File: src/rtl/fifo_write_ctrl.sv
`default_nettype none
// ============================================================================
// Module   : fifo_write_ctrl
// Purpose  : Write-side pointer and flag controller for an async FIFO. It runs
//            entirely in the write clock domain. It owns the binary and grey
//            write pointers and drives the RAM write strobe and address. It
//            synchronises the read-domain grey pointer and produces the full,
//            almost-full and fill-level status.
// Ports    : clk              write-domain clock
//            reset            synchronous, active-high reset
//            wr_req_in        writer requests a push this cycle
//            rd_grey_ptr_in   read grey pointer (asynchronous to clk)
//            wr_en_out        RAM write strobe (accepted push)
//            wr_addr_out      RAM write address
//            wr_grey_ptr_out  registered write grey pointer for the read side
//            full_out         FIFO full, pushes refused
//            almost_full_out  fill level >= ALMOST_FULL_THRESH
//            wr_count_out     fill level seen from the write domain
//            overflow_out     sticky push-while-full flag (optional)
// Options  : define FIFO_OVERFLOW_DETECT_EN to add overflow_out and its logic.
// Revision : 1.0  initial release
// ============================================================================
module fifo_write_ctrl #(
  parameter int ADDR_WIDTH         = 3,
  parameter int SYNC_STAGES        = 2,
  parameter int ALMOST_FULL_THRESH = 6
) (
  input  logic                  clk,
  input  logic                  reset,
  input  logic                  wr_req_in,
  input  logic [ADDR_WIDTH:0]   rd_grey_ptr_in,
  output logic                  wr_en_out,
  output logic [ADDR_WIDTH-1:0] wr_addr_out,
  output logic [ADDR_WIDTH:0]   wr_grey_ptr_out,
  output logic                  full_out,
  output logic                  almost_full_out,
  output logic [ADDR_WIDTH:0]   wr_count_out
`ifdef FIFO_OVERFLOW_DETECT_EN
  ,
  output logic                  overflow_out
`endif
);

  localparam int               c_PW     = ADDR_WIDTH + 1;
  localparam logic [ADDR_WIDTH:0] c_DEPTH  = {1'b1, {ADDR_WIDTH{1'b0}}};
  localparam logic [ADDR_WIDTH:0] c_THRESH = c_PW'(ALMOST_FULL_THRESH);
  // Full means the write pointer is exactly one lap ahead of the read
  // pointer; in grey code that is the read pointer with its top two bits
  // inverted, which an XOR with this mask produces.
  localparam logic [ADDR_WIDTH:0] c_FULL_MASK = c_PW'(3) << (ADDR_WIDTH - 1);

  function automatic logic [ADDR_WIDTH:0] grey_to_binary(input logic [ADDR_WIDTH:0] g);
    logic [ADDR_WIDTH:0] b;
    b[ADDR_WIDTH] = g[ADDR_WIDTH];
    for (int i = ADDR_WIDTH - 1; i >= 0; i--) begin
      b[i] = b[i+1] ^ g[i];
    end
    return b;
  endfunction

  logic [ADDR_WIDTH:0] r_wr_bin;
  logic [ADDR_WIDTH:0] r_wr_grey;
  logic [ADDR_WIDTH:0] r_sync [SYNC_STAGES];

  logic                w_accept;
  logic [ADDR_WIDTH:0] w_bin_next;
  logic [ADDR_WIDTH:0] w_grey_next;
  logic [ADDR_WIDTH:0] w_rq_sync;
  logic [ADDR_WIDTH:0] w_rd_bin_sync;
  logic [ADDR_WIDTH:0] w_level;
  logic [ADDR_WIDTH:0] w_level_sat;

  assign w_accept      = wr_req_in & ~full_out;
  assign w_bin_next    = r_wr_bin + c_PW'(w_accept);
  assign w_grey_next   = w_bin_next ^ (w_bin_next >> 1);
  assign w_rq_sync     = r_sync[SYNC_STAGES-1];
  assign w_rd_bin_sync = grey_to_binary(w_rq_sync);
  // Modulo subtraction handles the pointer MSB rollover naturally.
  assign w_level       = w_bin_next - w_rd_bin_sync;
  // A level above the depth can only come from an inconsistent read pointer
  // (e.g. the read side not reset together with us); pin it to the depth.
  assign w_level_sat   = (w_level > c_DEPTH) ? c_DEPTH : w_level;

  assign wr_en_out       = w_accept;
  assign wr_addr_out     = r_wr_bin[ADDR_WIDTH-1:0];
  assign wr_grey_ptr_out = r_wr_grey;

  // Read pointer synchroniser.
  always_ff @(posedge clk) begin
    if (reset) begin
      for (int s = 0; s < SYNC_STAGES; s++) begin
        r_sync[s] <= '0;
      end
    end else begin
      r_sync[0] <= rd_grey_ptr_in;
      for (int s = 1; s < SYNC_STAGES; s++) begin
        r_sync[s] <= r_sync[s-1];
      end
    end
  end

  // Pointers and registered status. Flags look at the post-push pointer so
  // full asserts on the same edge that takes the last free slot.
  always_ff @(posedge clk) begin
    if (reset) begin
      r_wr_bin        <= '0;
      r_wr_grey       <= '0;
      full_out        <= 1'b0;
      almost_full_out <= 1'b0;
      wr_count_out    <= '0;
    end else begin
      r_wr_bin        <= w_bin_next;
      r_wr_grey       <= w_grey_next;
      full_out        <= (w_grey_next == (w_rq_sync ^ c_FULL_MASK));
      almost_full_out <= (w_level_sat >= c_THRESH);
      wr_count_out    <= w_level_sat;
    end
  end

`ifdef FIFO_OVERFLOW_DETECT_EN
  always_ff @(posedge clk) begin
    if (reset) begin
      overflow_out <= 1'b0;
    end else begin
      if (wr_req_in && full_out) begin
        overflow_out <= 1'b1;
      end
      assert (!(wr_req_in && full_out))
        else $warning("fifo_write_ctrl: push requested while full, data dropped");
    end
  end
`endif

endmodule
`default_nettype wire
File: config.mk
export PLATFORM = sky130hd
export DESIGN_NAME = fifo_write_ctrl
export DESIGN_NICKNAME = d
export VERILOG_FILES = /design/src/rtl/fifo_write_ctrl.sv
export SDC_FILE = /design/constraint.sdc
export NUM_CORES = 1
export LEC_CHECK = 0
export ABC_AREA = 1
export BUFFER_PORTS_ARGS = -buffer_cell sky130_fd_sc_hd__buf_4
export CORE_MARGIN = 1.5
export CORE_UTILIZATION = 56
export DETAILED_ROUTE_END_ITERATION = 10
export GPL_ROUTABILITY_DRIVEN = 0
export PLACE_DENSITY_LB_ADDON = 0.25
export SYNTH_ARGS = -nofsm -noshare
export SYNTH_HDL_FRONTEND = slang
export SYNTH_SLANG_ARGS = --single-unit
File: constraint.sdc
create_clock -name clk -period 4 [get_ports clk]
set_input_delay 0.8 -clock clk [delete_from_list [all_inputs] [get_ports clk]]
set_output_delay 0.8 -clock clk [all_outputs]
set_load 0.1 [all_outputs]
# Yosys cells after proc, flatten, opt, wreduce, memory -nomap -nowiden
# Memory sizes are Yosys's and may differ from the RTL's.
# Cells that the tools add are included.
# op_classes
add_sub_neg,2
magnitude_cmp,2
eq_ne,1
mux,6
n_bitwise,9
# ops
operator,n
4-bit 2-to-1 mux,3
4-bit by 1-bit adder with 4-bit output,1
4-bit == test,1
4-bit by 3-bit >= comparator with 1-bit output (second input constant),1
4-bit > comparator (second input constant),1
4-bit subtractor,1
4-bit by 3-bit XOR with 4-bit output,1
1-bit 2-to-1 mux,3
1-bit XOR,3
2-bit inverter,1
1-bit bitwise OR,2
1-bit bitwise AND,1
1-bit inverter,1
# word_totals
register_bits,14
ram_bits,8
input_bits,7
out_inout_bits,14
elab_cells,26
mem_count,1
# mem_list
name,words,width,read_ports,rd_ports_with_merged_regs,write_ports,line_no,rtl
r_sync,2,4,2,0,2,63,logic [ADDR_WIDTH:0] r_sync [SYNC_STAGES];

# Logic depth before layout (Yosys ltp)
# depth
word_depth,7
depth_mapped,13
mapped_depth_nobuf,13

# Worst setup path before layout
# No wires, ideal clock.
# synth_path
kind,input port to flip-flop
from,input wr_req_in
to,register almost_full_out
setup_ps,114
arrival_ps,3655
t_required_ps,3886
slack_ps,231
cell_stages,12
n_path_buf,0
path_cell_list,inv_1 > nor2_1 > ha_1 > ha_1 > ha_1 > inv_1 > o21bai_1 > nand2_2 > nand2_2 > nand2_1 > nand3_1 > nand2_1
# synth_between
elab_chain_cells,6
# synth_rtl
item,line_no,rtl
from (decl),30,"input logic wr_req_in,"
1-bit bitwise AND *,73,assign w_accept = wr_req_in & ~full_out;
via wr_en_out,32,"output logic wr_en_out,"
4-bit by 1-bit adder with 4-bit output *,74,assign w_bin_next = r_wr_bin + c_PW'(w_accept);
via w_bin_next[1],66,logic [ADDR_WIDTH:0] w_bin_next;
4-bit subtractor *,79,assign w_level = w_bin_next - w_rd_bin_sync;
4-bit > comparator,82,assign w_level_sat = (w_level > c_DEPTH) ? c_DEPTH : w_level;
4-bit 2-to-1 mux *,82,
4-bit by 3-bit >= comparator with 1-bit output *,115,almost_full_out <= (w_level_sat >= c_THRESH);
to (signal assigned),115,
to (decl),36,"output logic almost_full_out,"
# The timed path passes the listed nets; every way through them passes the cells marked *.
# A chain may end at the register's enable or synchronous reset.

# Worst setup path in the final report
# layout_path
from,input wr_req_in
to,register almost_full_out
# layout_between
elab_chain_cells,6
# layout_rtl
item,line_no
1-bit bitwise AND *,73
4-bit by 1-bit adder with 4-bit output *,74
via w_bin_next[1],66
4-bit subtractor *,79
4-bit > comparator,82
4-bit 2-to-1 mux *,82
4-bit by 3-bit >= comparator with 1-bit output *,115
# Marks and branches as above.

==> reports/metrics.cfg <==
[worst_setup_path]
worstSetupStartpointType=input port
cp_cell_sequence=buf_4, inv_1, nor2_1, ha_1, ha_1, ha_1, inv_1, o21bai_1, nand2_2, nand2_2, nand2_1, nand3_1, nand2_1
path_buf_inv=3
path_class=in -> reg
critPathTopFamily=adder cells
r2r_start=r_sync[0][7]
critPathArrivalTime_ps=2470
r2r-end=almost_full_out
cp-end-kind=flip-flop
cp_slowest_cell=ha_1
r2r_setup_slack_ps=2000
path_max_fanout=4
path_common_cell=ha_1
r2r_cells=11
crit_required_ps=4200
max_stage_delay_ps=350

[timing]
setup_violations=0
setup_slack_ps=1728
finalSetupTns_ps=0
worstMarginPinSlew_ps=296.6
rsz0062_at_grt=false
hold_viol=0
fin_crit_sh=0.5679
maxSlewHeadroom=0.8016
slew_viol_final=0
hold-worst-slack_ps=410.3
fmax_mhz=440.2
fin_skew_ps=6.309
min_period_ps=2272

[clock_network]
hold_buffers=0
cts_resized=0
clkTransAtPathRegs_ps=110
htree_num_levels=1
numCtsBuffers=3
cts_setup_buffers=0
cts.sinks=21
clk_latency_ps=290
ctsRootBufferMaster=clkbuf_4
cts_tree=built
clockBufferDepth=2

[synthesis]
synth_area_um2=988.4
synthesis.nets=148
synth_top_area_frac=0.4253
ys_ff_latch=21
syn_inst=136
ys_seq_area_frac=0.4253
ys_top_cells_by_area=dfxtp_1 43%, nand2_1 12%, inv_1 9.1%
syn_avg_cell_area_um2=7.268
synth_cell_types=18
synth_largest_area_cell=dfxtp_1
yosys_warnings=0

[finish]
nets=171
mostFrequentLayoutCells=32 x nand2_1, 24 x inv_1, 22 x nor2_1, 21 x dfxtp_1, 20 x buf_4
diodes=0
drive_gt1_frac=0.2278
final_util=0.7468
layout_commonest_cell=nand2_1
syn2layout_area_growth_pct=19.11
final_cells=174

[global_routing]
antenna_found_initial=0
grt.total_usage=0.1905
grt_pass1_wl_um=2856
grt_pass1_vias=735
grt_max_degree=17
gr-total-overflow=0

[worst_hold_path]
hold_class=reg -> reg
holdPathStages=2
hold_end=r_sync[0][5]
min_from=r_sync[0][1]

[pwr]
p_comb_frac=0.416
ir_drop_v=0.0003561
p_per_area_nw_per_um2=481.7
clkPwrFrac=0.171
power_frac_seq=0.413
p_sw_w=0.0002436
swShare=0.4296
p_leak_nw=0.6442
p_int_w=0.0003235

[floorplanning]
die_y_um=45.01
coreArea_um2=1577
dieWidth_um=45.01
start_util=0.6270
core.rowCount=14
num_io_pins=21
die-area_um2=2026

[place]
hpwl_um=1353
post-place-ws_ps=1414
port_buffers=20
post-place-cells=170

[job]
cap_violations=0

[detailed_routing]
drt-wirelength-per-cell_um=9.632
drt-total-wl_um=1676
drt_iter0_drc=19
ant_nets=0
dr.pass1.iters=6
drc_errors=0
vias_per_cell=4.787
dr_total_vias=833

[run_status]
status=finished clean

## state kept, by name (all words and copies together) (netlist names)
name             count
r_sync               8
wr_count_out         4
wr_grey_ptr_out      3
almost_full_out      1
r_wr_bin             4
full_out             1
## power by group through the flow
stage / clock, W / combinational, W / sequential [W]
final: 0.0000969 / 0.000236 / 0.000234
after global routing: 0.000107 / 0.000253 / 0.000236
after CTS: 0.0000998 / 0.000236 / 0.000234
after detailed placement: 0 / 0.000235 / 0.000239
after global placement: 0 / 0.000231 / 0.000239
after floorplan: 0 / 0.0000814 / 0.000348
## layer usage
layer,part of all wire,vias up,track usage
li1,-,452,-
met2,0.49,18,0.3343
met5,0,-,0
met4,0.011,0,0.07059
met3,0.033,4,0.02400
met1,0.46,359,0.2368
## cell type report
class	count	area [um2]
Timing Repair Buffer	20	150.1
Fill cell	122	399.1
Clock buffer	4	26.28
Inverter	25	93.84
Tap cell	16	20.02
Multi-Input combinational cell	88	466.7
Sequential cell	21	420.4
## worst register-to-register path, delay by kind of cell (launching register included)
family / cells / cell delay [ps]
flip-flops: 1 / 400
buffers and inverters: 1 / 60
AND/OR/NAND/NOR: 6 / 490
adder cells (fa/ha/maj): 2 / 630
XOR/XNOR: 2 / 340
## how the worst max path moves through the flow
stage | startpoint | to | cells after the start
4_1_cts | wr_req_in | almost_full_out | 13
2_1_floorplan | wr_req_in | almost_full_out | 12
3_5_place_dp | wr_req_in | almost_full_out | 13
6_report | wr_req_in | almost_full_out | 13
5_1_grt | wr_req_in | wr_count_out[2] | 13
3_3_place_gp | wr_req_in | almost_full_out | 13
## logic make-up after synthesis
family | share of synthesized area
flops | 0.4253
fa+ha+maj | 0.07089
xor+xnor | 0.03418
simple gates | 0.3456
compound gates | 0.02152
buf+inv | 0.1025
## synthesized netlist by cell type
master and n:
a21oi_1 1, a21oi_2 1, clkbuf_1 2, dfxtp_1 21, fa_1 1, ha_1 4
inv_1 24, inv_2 1, nand2_1 32, nand2_2 8, nand2_4 1, nand3_1 11
nand3_2 1, nand4_1 2, nor2_1 22, o21bai_1 1, xor2_1 2, xor2_2 1
## metrics by stage
stage          area [um2]   power, W
4_1_cts              1177  0.0005701
6_report             1177  0.0005671
3_3_place_gp         1151  0.0004694
2_1_floorplan       988.4  0.0004296
3_5_place_dp         1151  0.0004742
5_1_grt              1177  0.0005958
No activity file was read; power rests on OpenSTA's default activity.
